### src/rtl/fifo_ctrl.sv
// Pointer/flag controller for an 8-entry dual-port FIFO RAM (control only, no data path).
// Optional high-water-mark output peak_count enabled by defining FIFO_CTRL_PEAK_EN.
module fifo_ctrl #(
  parameter int unsigned DEPTH  = 8,
  parameter int unsigned PTR_W  = 3,
  parameter int unsigned ADDR_W = 4,
  parameter int unsigned AF_TH  = 6,
  parameter int unsigned AE_TH  = 2
) (
  input  logic              clk,
  input  logic              reset_L,
  input  logic              push,
  input  logic              pop,
  input  logic              err_clr,
  output logic              ram_we,
  output logic [ADDR_W-1:0] ram_waddr,
  output logic              ram_re,
  output logic [ADDR_W-1:0] ram_raddr,
  output logic              rd_valid,
  output logic [PTR_W:0]    count,
  output logic              full,
  output logic              empty,
  output logic              almost_full,
  output logic              almost_empty,
  output logic              overflow_err,
  output logic              underflow_err
`ifdef FIFO_CTRL_PEAK_EN
  ,
  output logic [PTR_W:0]    peak_count
`endif
);

  localparam int unsigned CNT_W = PTR_W + 1;
  localparam logic [CNT_W-1:0] DEPTH_C = CNT_W'(DEPTH);
  localparam logic [CNT_W-1:0] LAST_C  = CNT_W'(DEPTH - 1);
  localparam logic [CNT_W-1:0] ONE_C   = CNT_W'(1);
  localparam logic [CNT_W-1:0] AF_C    = CNT_W'(AF_TH);
  localparam logic [CNT_W-1:0] AE_C    = CNT_W'(AE_TH);

  typedef enum logic [1:0] {
    OCC_EMPTY   = 2'd0,
    OCC_PARTIAL = 2'd1,
    OCC_FULL    = 2'd2
  } occ_e;

  occ_e             state_q, state_d;
  logic [PTR_W-1:0] wptr_q, wptr_d;
  logic [PTR_W-1:0] rptr_q, rptr_d;
  logic [CNT_W-1:0] count_q, count_d;
  logic             rd_valid_q, rd_valid_d;
  logic             ovf_q, ovf_d;
  logic             unf_q, unf_d;
  logic             push_acc, pop_acc;

  always_comb begin
    pop_acc  = pop & (state_q != OCC_FULL ? (state_q != OCC_EMPTY) : 1'b1);
    // Push at full only goes through when a pop frees the slot in the same cycle.
    push_acc = push & ((state_q != OCC_FULL) | pop_acc);
  end

  always_comb begin
    wptr_d     = wptr_q;
    rptr_d     = rptr_q;
    count_d    = count_q;
    state_d    = state_q;
    rd_valid_d = pop_acc;
    ovf_d      = ovf_q;
    unf_d      = unf_q;

    if (push_acc) wptr_d = wptr_q + PTR_W'(1);
    if (pop_acc)  rptr_d = rptr_q + PTR_W'(1);
    if (push_acc && !pop_acc) count_d = count_q + ONE_C;
    if (pop_acc && !push_acc) count_d = count_q - ONE_C;

    unique case (state_q)
      OCC_EMPTY:   if (push_acc) state_d = OCC_PARTIAL;
      OCC_PARTIAL: begin
        if (count_q == LAST_C && push_acc && !pop_acc)     state_d = OCC_FULL;
        else if (count_q == ONE_C && pop_acc && !push_acc) state_d = OCC_EMPTY;
      end
      OCC_FULL:    if (pop_acc && !push_acc) state_d = OCC_PARTIAL;
      default:     state_d = OCC_EMPTY;
    endcase

    // A new error in the same cycle as err_clr must stick.
    if (err_clr) begin
      ovf_d = 1'b0;
      unf_d = 1'b0;
    end
    if (push && !push_acc)           ovf_d = 1'b1;
    if (pop && state_q == OCC_EMPTY) unf_d = 1'b1;
  end

  always_ff @(posedge clk or negedge reset_L) begin
    if (!reset_L) begin
      state_q    <= OCC_EMPTY;
      wptr_q     <= '0;
      rptr_q     <= '0;
      count_q    <= '0;
      rd_valid_q <= 1'b0;
      ovf_q      <= 1'b0;
      unf_q      <= 1'b0;
    end else begin
      state_q    <= state_d;
      wptr_q     <= wptr_d;
      rptr_q     <= rptr_d;
      count_q    <= count_d;
      rd_valid_q <= rd_valid_d;
      ovf_q      <= ovf_d;
      unf_q      <= unf_d;
    end
  end

`ifdef FIFO_CTRL_PEAK_EN
  logic [CNT_W-1:0] peak_q, peak_d;

  always_comb begin
    peak_d = peak_q;
    if (err_clr || count_q > peak_q) peak_d = count_q;
  end

  always_ff @(posedge clk or negedge reset_L) begin
    if (!reset_L) peak_q <= '0;
    else          peak_q <= peak_d;
  end

  assign peak_count = peak_q;
`endif

  always_comb begin
    ram_we        = push_acc;
    ram_re        = pop_acc;
    ram_waddr     = ADDR_W'(wptr_q);
    ram_raddr     = ADDR_W'(rptr_q);
    rd_valid      = rd_valid_q;
    count         = count_q;
    full          = (state_q == OCC_FULL);
    empty         = (state_q == OCC_EMPTY);
    almost_full   = (count_q >= AF_C);
    almost_empty  = (count_q <= AE_C);
    overflow_err  = ovf_q;
    underflow_err = unf_q;
  end

  initial assert (DEPTH == (1 << PTR_W) && ADDR_W >= PTR_W && DEPTH <= 16);

endmodule

### config.mk
export PLATFORM = sky130hd
export DESIGN_NAME = fifo_ctrl
export DESIGN_NICKNAME = d
export VERILOG_FILES = /design/src/rtl/fifo_ctrl.sv
export SDC_FILE = /design/constraint.sdc
export NUM_CORES = 1
export LEC_CHECK = 0
export BUFFER_PORTS_ARGS = -buffer_cell sky130_fd_sc_hd__buf_2
export CORE_MARGIN = 4
export CORE_UTILIZATION = 30
export DETAILED_ROUTE_END_ITERATION = 16
export GPL_ROUTABILITY_DRIVEN = 0
export SLEW_MARGIN = 25
export SYNTH_ARGS = -nofsm -noshare
export SYNTH_HDL_FRONTEND = slang
export SYNTH_SLANG_ARGS = --single-unit
### constraint.sdc
create_clock -name clk -period 2.85 [get_ports clk]
set_input_delay 0.855 -clock clk [delete_from_list [all_inputs] [get_ports clk]]
set_output_delay 0.855 -clock clk [all_outputs]
set_load 0.02 [all_outputs]
# Yosys cells after proc, flatten, opt, wreduce, memory -nomap -nowiden
# Index checks and enable logic that the tools add are counted.
[word_totals]
ff_bits = 15
input_bits = 5
output_inout_bits = 21
elab_cells = 51
[classes]
add_sub_neg = 4
magnitude_cmp = 2
n_eq_ne = 8
mux = 11
bitwise_logic = 3
n_reduce_logical = 16
[op_table]
columns = ["cell", "n"]
rows = [
  ["logical AND 1 bit", 8],
  ["two-way mux 2 bit", 4],
  ["two-way mux 4 bit", 2],
  ["nonzero test 2 bit", 4],
  ["adder 3 x 1 -> 3 bit, second input constant", 2],
  ["case mux 2 bit (3 select lines)", 1],
  ["adder 4 x 1 -> 4 bit, second input constant", 1],
  ["== test 4 x 1 -> 1 bit, second input constant", 1],
  ["== test 4 x 3 -> 1 bit, second input constant", 1],
  ["greater-or-equal comparator 4 x 3 -> 1 bit, second input constant", 1],
  ["<= comparator 4 x 2 -> 1 bit, second input constant", 1],
  ["two-way mux 1 bit", 4],
  ["inequality test 2 x 1 -> 1 bit, second input constant", 2],
  ["subtractor 4 x 1 -> 4 bit, second input constant", 1],
  ["inequality test 3 bit, second input constant", 1],
  ["AND reduction 3 bit", 1],
  ["bitwise AND 1 bit", 2],
  ["== test 2 x 1 -> 1 bit, second input constant", 1],
  ["== test 2 bit, second input constant", 1],
  ["logical NOT 1 bit", 2],
  ["logical NOT 2 bit", 1],
  ["inequality test 2 bit, second input constant", 1],
  ["OR 1 bit", 1],
]

# Longest topological paths before layout
# Gate-level depths: netlist of run 1.
[logic_depth]
ltp_word = 10
ltp_mapped = 6
ltp_nobuf = 6

# Worst setup path after synthesis of run 1
# No wires, ideal clock.
[synth_timing]
kind = "in2out"
from = "input port pop"
to = "output port ram_we"
t_arrival_ns = 1.158
required_time_ns = 1.995
slack_ns = 0.837
cell_stages = 2
path_buffers = 0
cell_sequence = "o21ai_2 inv_2"
[synth_between]
elab_chain_len = 3
[synth_lines]
columns = ["element", "line", "text"]
rows = [
  ["start: declaration", "13", "input logic pop,"],
  ["bitwise AND 1 bit", "56", "pop_acc = pop & (state_q != OCC_FULL ? (state_q != OCC_EMPTY) : 1'b1);"],
  ["OR 1 bit", "58", "push_acc = push & ((state_q != OCC_FULL) | pop_acc);"],
  ["bitwise AND 1 bit", "58", ""],
  ["end: declaration", "15", "output logic ram_we,"],
]
# Every way passes these cells.

# Worst setup path after layout of run 1
# Ends and elaborated chain as after synthesis.

==> flow_summary.json, run 1 <==
{
  "cp_common_cell": "buf_2",
  "ioPinCount": 26,
  "via_per_inst": 4.66,
  "pwr-share-comb_pct": 49.3,
  "power.switching_w": 0.000483,
  "pwr-share-seq_pct": 39.2,
  "clkTransAtPathRegs_ns": 0.08,
  "yosysSeqAreaShare_pct": 48.2,
  "finalNetCount": 114,
  "crit_type": "in -> out",
  "cts_hold_buf": 0,
  "gr-total-overflow": 0,
  "die_y_um": 58.9,
  "clock-sinks": 15,
  "multi_input_area_um2": 357,
  "regArea_um2": 375,
  "htreeDepth": 1,
  "synth_cells": 76,
  "ys_top_cells_by_count": "dfrtp_1, nand2_1, ha_1, xnor2_1, inv_1",
  "synth_ff_type": "dfrtp_1",
  "yosysMostFrequentCell": "dfrtp_1",
  "mappedNetlistArea_um2": 778,
  "cap_violations": 0,
  "synth_edf_count": 0,
  "crit_path_start_kind": "primary input",
  "yosys_warnings": 0,
  "drcViolationCount": 0,
  "cts_tree": "built",
  "timing.fmax_mhz": 433,
  "synth_cell_type_count": 25,
  "grt_max_degree": 16,
  "first_pass_iters": 4,
  "clk_latency_ns": 0.28,
  "p_sw_share_pct": 46.2,
  "die-area_mm2": 0.00347,
  "via_count": 610,
  "path_max_fanout": 6,
  "p_per_area_mw_per_mm2": 1110,
  "status": "finished, final reports clean",
  "grt_pass1_wl_um": 2520,
  "start_util_pct": 31.4,
  "critical_path.cell_chain": "buf_2, o21ai_2, inv_2, buf_2",
  "final-hold-violation-count": 0,
  "utilization_pct": 38.0,
  "ctsResizeCount": 0,
  "synth.avg_cell_area_um2": 10.2,
  "cts_buffer_depth": 2,
  "grt_use_total_pct": 9.79,
  "synth.top_cell.area_share_pct": 48.2,
  "core_mm2": 0.00248,
  "setup_slack_ns": 0.542,
  "end_kind": "primary output",
  "hold_path.class": "in -> async",
  "cp.required_ns": 2.00,
  "setup_tns_ns": 0,
  "hpwlAfterDp_um": 1180,
  "cp_slowest_cell": "o21ai_2",
  "finalMaxSlewViolations": 0,
  "setup_viol": 0,
  "period_needed_ns": 2.31,
  "nFillCells": 268,
  "grt_antenna_before_repair": 0,
  "max_stage_delay_ns": 0.24,
  "cp_data_arrival_time_ns": 1.45,
  "port-buffer-count": 23,
  "dr.first_iter.drc_count": 16,
  "power_leakage_nw": 0.484,
  "routed_wl_um": 1510,
  "post-cts-setup-buffers": 0,
  "rsz0062_at_grt": "false",
  "internal_power_w": 0.000562,
  "finClkSkew_ns": 0.00196,
  "synth-seq-cells": 15,
  "diodes": 0,
  "root_buffer": "clkbuf_4",
  "cts_buffers": 3,
  "post-place-ws_ns": 0.531,
  "async_reset_ff_share_pct": 100,
  "clockPowerShare_pct": 11.5,
  "drive_above_1_share_pct": 31.7,
  "ir_worst_vdd_mv": 0.479,
  "std_cell_rows": 18,
  "avgRoutedWirePerCell_um": 11.5,
  "grt_pass1_vias": 574,
  "die_x_um": 58.9,
  "area_delta_synth_final_pct": 20.9,
  "yosysTopAreaCell": "dfrtp_1",
  "ant_nets": 0,
  "synthTopCellsByArea": "dfrtp_1, ha_1, xnor2_1, nand2_1, inv_1",
  "power_w": 0.00104,
  "timing.final.crit_share_pct": 81.0
}
==> power groups by stage <==
stage / combinational (W) / sequential, W / clock [W]
after floorplan: 0.000279 / 0.000491 / 0
after global placement: 0.000516 / 0.000414 / 0
after detailed placement: 0.000520 / 0.000419 / 0
after CTS: 0.000524 / 0.000415 / 0.000127
after global routing: 0.000570 / 0.000431 / 0.000134
final: 0.000515 / 0.000410 / 0.000120
==> layout make-up <==
class / count / share of cell area [%]
multi-input combinational: 51 / 37.9
clock buffer: 4 / 2.79
sequential: 15 / 39.9
timing repair buffer: 23 / 12.2
inverter: 8 / 3.19
tap: 30 / 3.99
==> final timing paths <==
path / slack, ns / depth (start not counted) / start / to
max in group asynchronous: 2.14 / 1 / reset_L / rptr_q[2]
setup / recovery: 0.54 / 4 / pop / ram_we
hold reg to reg: 0.47 / 1 / wptr_q[2] / wptr_q[2]
setup reg to reg: 1.09 / 6 / state_q[0] / count[2]
min in group clk: 0.47 / 1 / wptr_q[2] / wptr_q[2]
hold / removal: 0.46 / 1 / reset_L / wptr_q[2]
==> per-stage QoR <==
stage	hold slack, ns	instances	instance area (µm²)
finish	0.458	131	941
global route	0.481	131	941
CTS	0.461	131	941
detailed placement	0.459	127	915
global placement	0.456	127	915
floorplan	0.559	77	782
==> state kept, by name, indices dropped and copies added (netlist names) <==
name and count:
underflow_err 1, count 4, overflow_err 1, wptr_q 3
rd_valid 1, rptr_q 3, state_q 2
==> layout by cell type (no fill, tap or decap), types with 2 or more instances in the layout <==
master,instances
buf_2,23
dfrtp_1,15
nand2_1,13
ha_1,7
xnor2_1,6
inv_1,5
nand2b_1,3
inv_2,3
o21ai_0,3
clkbuf_4,3
nor2_1,2
o21ai_2,2
xor2_1,2
conb_1,2
==> layer usage <==
metal  up-vias  global-route usage [%]  wire length [µm]  share of wire, %
met4         0                    5.83                34               2.3
li1        304                       -                 -                 -
met5         -                       0                 0                 0
met2        19                    15.3               710                47
met3         5                    3.29               121               8.0
met1       282                    11.6               641                43
==> worst max-delay path, delay by kind of cell <==
| kind | cells | cell delay (ns) |
|---|---|---|
| buffers and inverters | 3 | 0.37 |
| AO/OA/AOI/OAI | 1 | 0.24 |
==> logic make-up after synthesis <==
kind of cell	after synthesis	share of synthesized area, %
xor gates and xnor gates	8	9.00
AOI/OAI and AO/OA	12	10.5
and+or+nand+nor	21	12.9
other	1	0.482
buffers and inverters	11	6.43
DFF	15	48.2
muxes	1	1.29
adders and majority gates	7	11.3
No activity file was read; power rests on OpenSTA's default activity.
==> inputs of run 2 (changes only) <==
==> constraint.sdc (replaced) <==
create_clock -name clk -period 2.1 [get_ports clk]
set_input_delay 0.63 -clock clk [delete_from_list [all_inputs] [get_ports clk]]
set_output_delay 0.63 -clock clk [all_outputs]
set_load 0.02 [all_outputs]
==> run 2 against run 1 <==
  * Utilization increased by 0.66 points
  * Register-to-register slack got worse by 0.82 ns
  * Sequential power increased by 39%
  * First-iteration DRC count decreased by 38%
  * Total power increased by 37%
==> flow_summary.json, run 2 (synthesis gave the netlist of run 1 again) <==
{
  "cp_data_arrival_time_ns": 1.36,
  "setup_tns_ns": 0,
  "port-buffer-count": 23,
  "cts_buffer_depth": 2,
  "via_count": 603,
  "timing.fmax_mhz": 503,
  "avgRoutedWirePerCell_um": 12.0,
  "rr_worst_depth": 7,
  "first_pass_iters": 4,
  "hpwlAfterDp_um": 1230,
  "diodes": 0,
  "cp_slowest_cell": "dfrtp_1",
  "cts_hold_buf": 0,
  "max_stage_delay_ns": 0.41,
  "ant_nets": 0,
  "clock-sinks": 15,
  "gr-total-overflow": 0,
  "die_x_um": 58.9,
  "final_cell_mix": "buf_2, dfrtp_1, nand2_1",
  "hold_path.class": "in -> async",
  "finalMaxSlewViolations": 0,
  "power_leakage_nw": 0.489,
  "drive_above_1_share_pct": 33.3,
  "start_util_pct": 31.4,
  "ioPinCount": 26,
  "dr.first_iter.drc_count": 10,
  "std_cell_rows": 18,
  "cp.required_ns": 1.47,
  "post-place-ws_ns": 0.146,
  "htreeDepth": 1,
  "mostFrequentLayoutCell": "buf_2",
  "timing.final.crit_share_pct": 94.6,
  "finClkSkew_ns": 0.00201,
  "cap_violations": 0,
  "crit_path_start_kind": "flop",
  "root_buffer": "clkbuf_4",
  "critical_path.cell_chain": "nand2b_1, o21ai_4, inv_2, buf_2",
  "grt_use_total_pct": 10.6,
  "crit_type": "reg -> out",
  "period_needed_ns": 1.99,
  "p_per_area_mw_per_mm2": 1500,
  "utilization_pct": 38.6,
  "routed_wl_um": 1580,
  "status": "finished, final reports clean",
  "core_mm2": 0.00248,
  "final-hold-violation-count": 0,
  "cts_buffers": 3,
  "setup_slack_ns": 0.114,
  "grt_pass1_wl_um": 2700,
  "via_per_inst": 4.57,
  "ir_worst_vdd_mv": 0.836,
  "grt_pass1_vias": 593,
  "area_delta_synth_final_pct": 23.0,
  "drcViolationCount": 0,
  "end_kind": "primary output",
  "rsz0062_at_grt": "false",
  "setup_viol": 0,
  "path_max_fanout": 4,
  "finalNetCount": 115,
  "grt_antenna_before_repair": 0,
  "clkTransAtPathRegs_ns": 0.08,
  "grt_max_degree": 16,
  "largest_reg_flops": 4,
  "die_y_um": 58.9,
  "cts_tree": "built",
  "clk_latency_ns": 0.28,
  "die-area_mm2": 0.00347
}
run 2: critical path: cells and delay by family (launching register included):
| kind | cells | cell delay (ns) |
|---|---|---|
| simple gates | 1 | 0.25 |
| compound gates | 1 | 0.21 |
| flops | 1 | 0.41 |
| buf+inv | 2 | 0.20 |
run 2: report_power, final:
group	total, W	leakage (nW)	internal [W]	switching (W)
Sequential	0.000568	0.182	0.000414	0.000153
Clock	0.000159	0.0150	0.0000738	0.0000855
Combinational	0.000708	0.293	0.000283	0.000425
Total	0.00143	0.489	0.000771	0.000664
run 2: layout make-up:
class	count	area (µm²)
fill	268	1520
sequential	15	377
multi-input combinational	51	364
timing repair buffer	24	123
tap	30	37.5
inverter	8	30.0
clock buffer	4	26.3
run 2: metal layers:
metal / share of wire [%] / track usage [%] / vias up
li1: - / - / 295
met1: 42 / 12.0 / 287
met2: 49 / 17.7 / 17
met3: 7.4 / 4.82 / 4
met4: 1.4 / 3.88 / 0
met5: 0 / 0 / -
run 2: per-stage QoR:
| stage | instance area [µm²] | instances | hold slack, ns | power, W |
|---|---|---|---|---|
| 6_report | 957 | 132 | 0.233 | 0.00143 |
| 4_1_cts | 941 | 131 | 0.239 | 0.00146 |
| 3_3_place_gp | 915 | 127 | 0.457 | 0.00127 |
| 2_1_floorplan | 782 | 77 | 0.334 | 0.00105 |
| 3_5_place_dp | 915 | 127 | 0.456 | 0.00128 |
| 5_1_grt | 957 | 132 | 0.249 | 0.00157 |
run 2: final timing paths:
check                      startpoint        end  slack, ns
max                        state_q[0]     ram_we       0.11
min                           reset_L  wptr_q[2]       0.23
max reg2reg                state_q[0]   count[2]       0.27
min reg2reg                 wptr_q[2]  wptr_q[2]       0.46
max in group asynchronous     reset_L   count[0]       1.60
min in group clk            wptr_q[2]  wptr_q[2]       0.46
run 2: timing repair:
item,in CTS,in global routing
buffers inserted,0,1
resized for setup,0,3
endpoints found under the setup margin,0,2
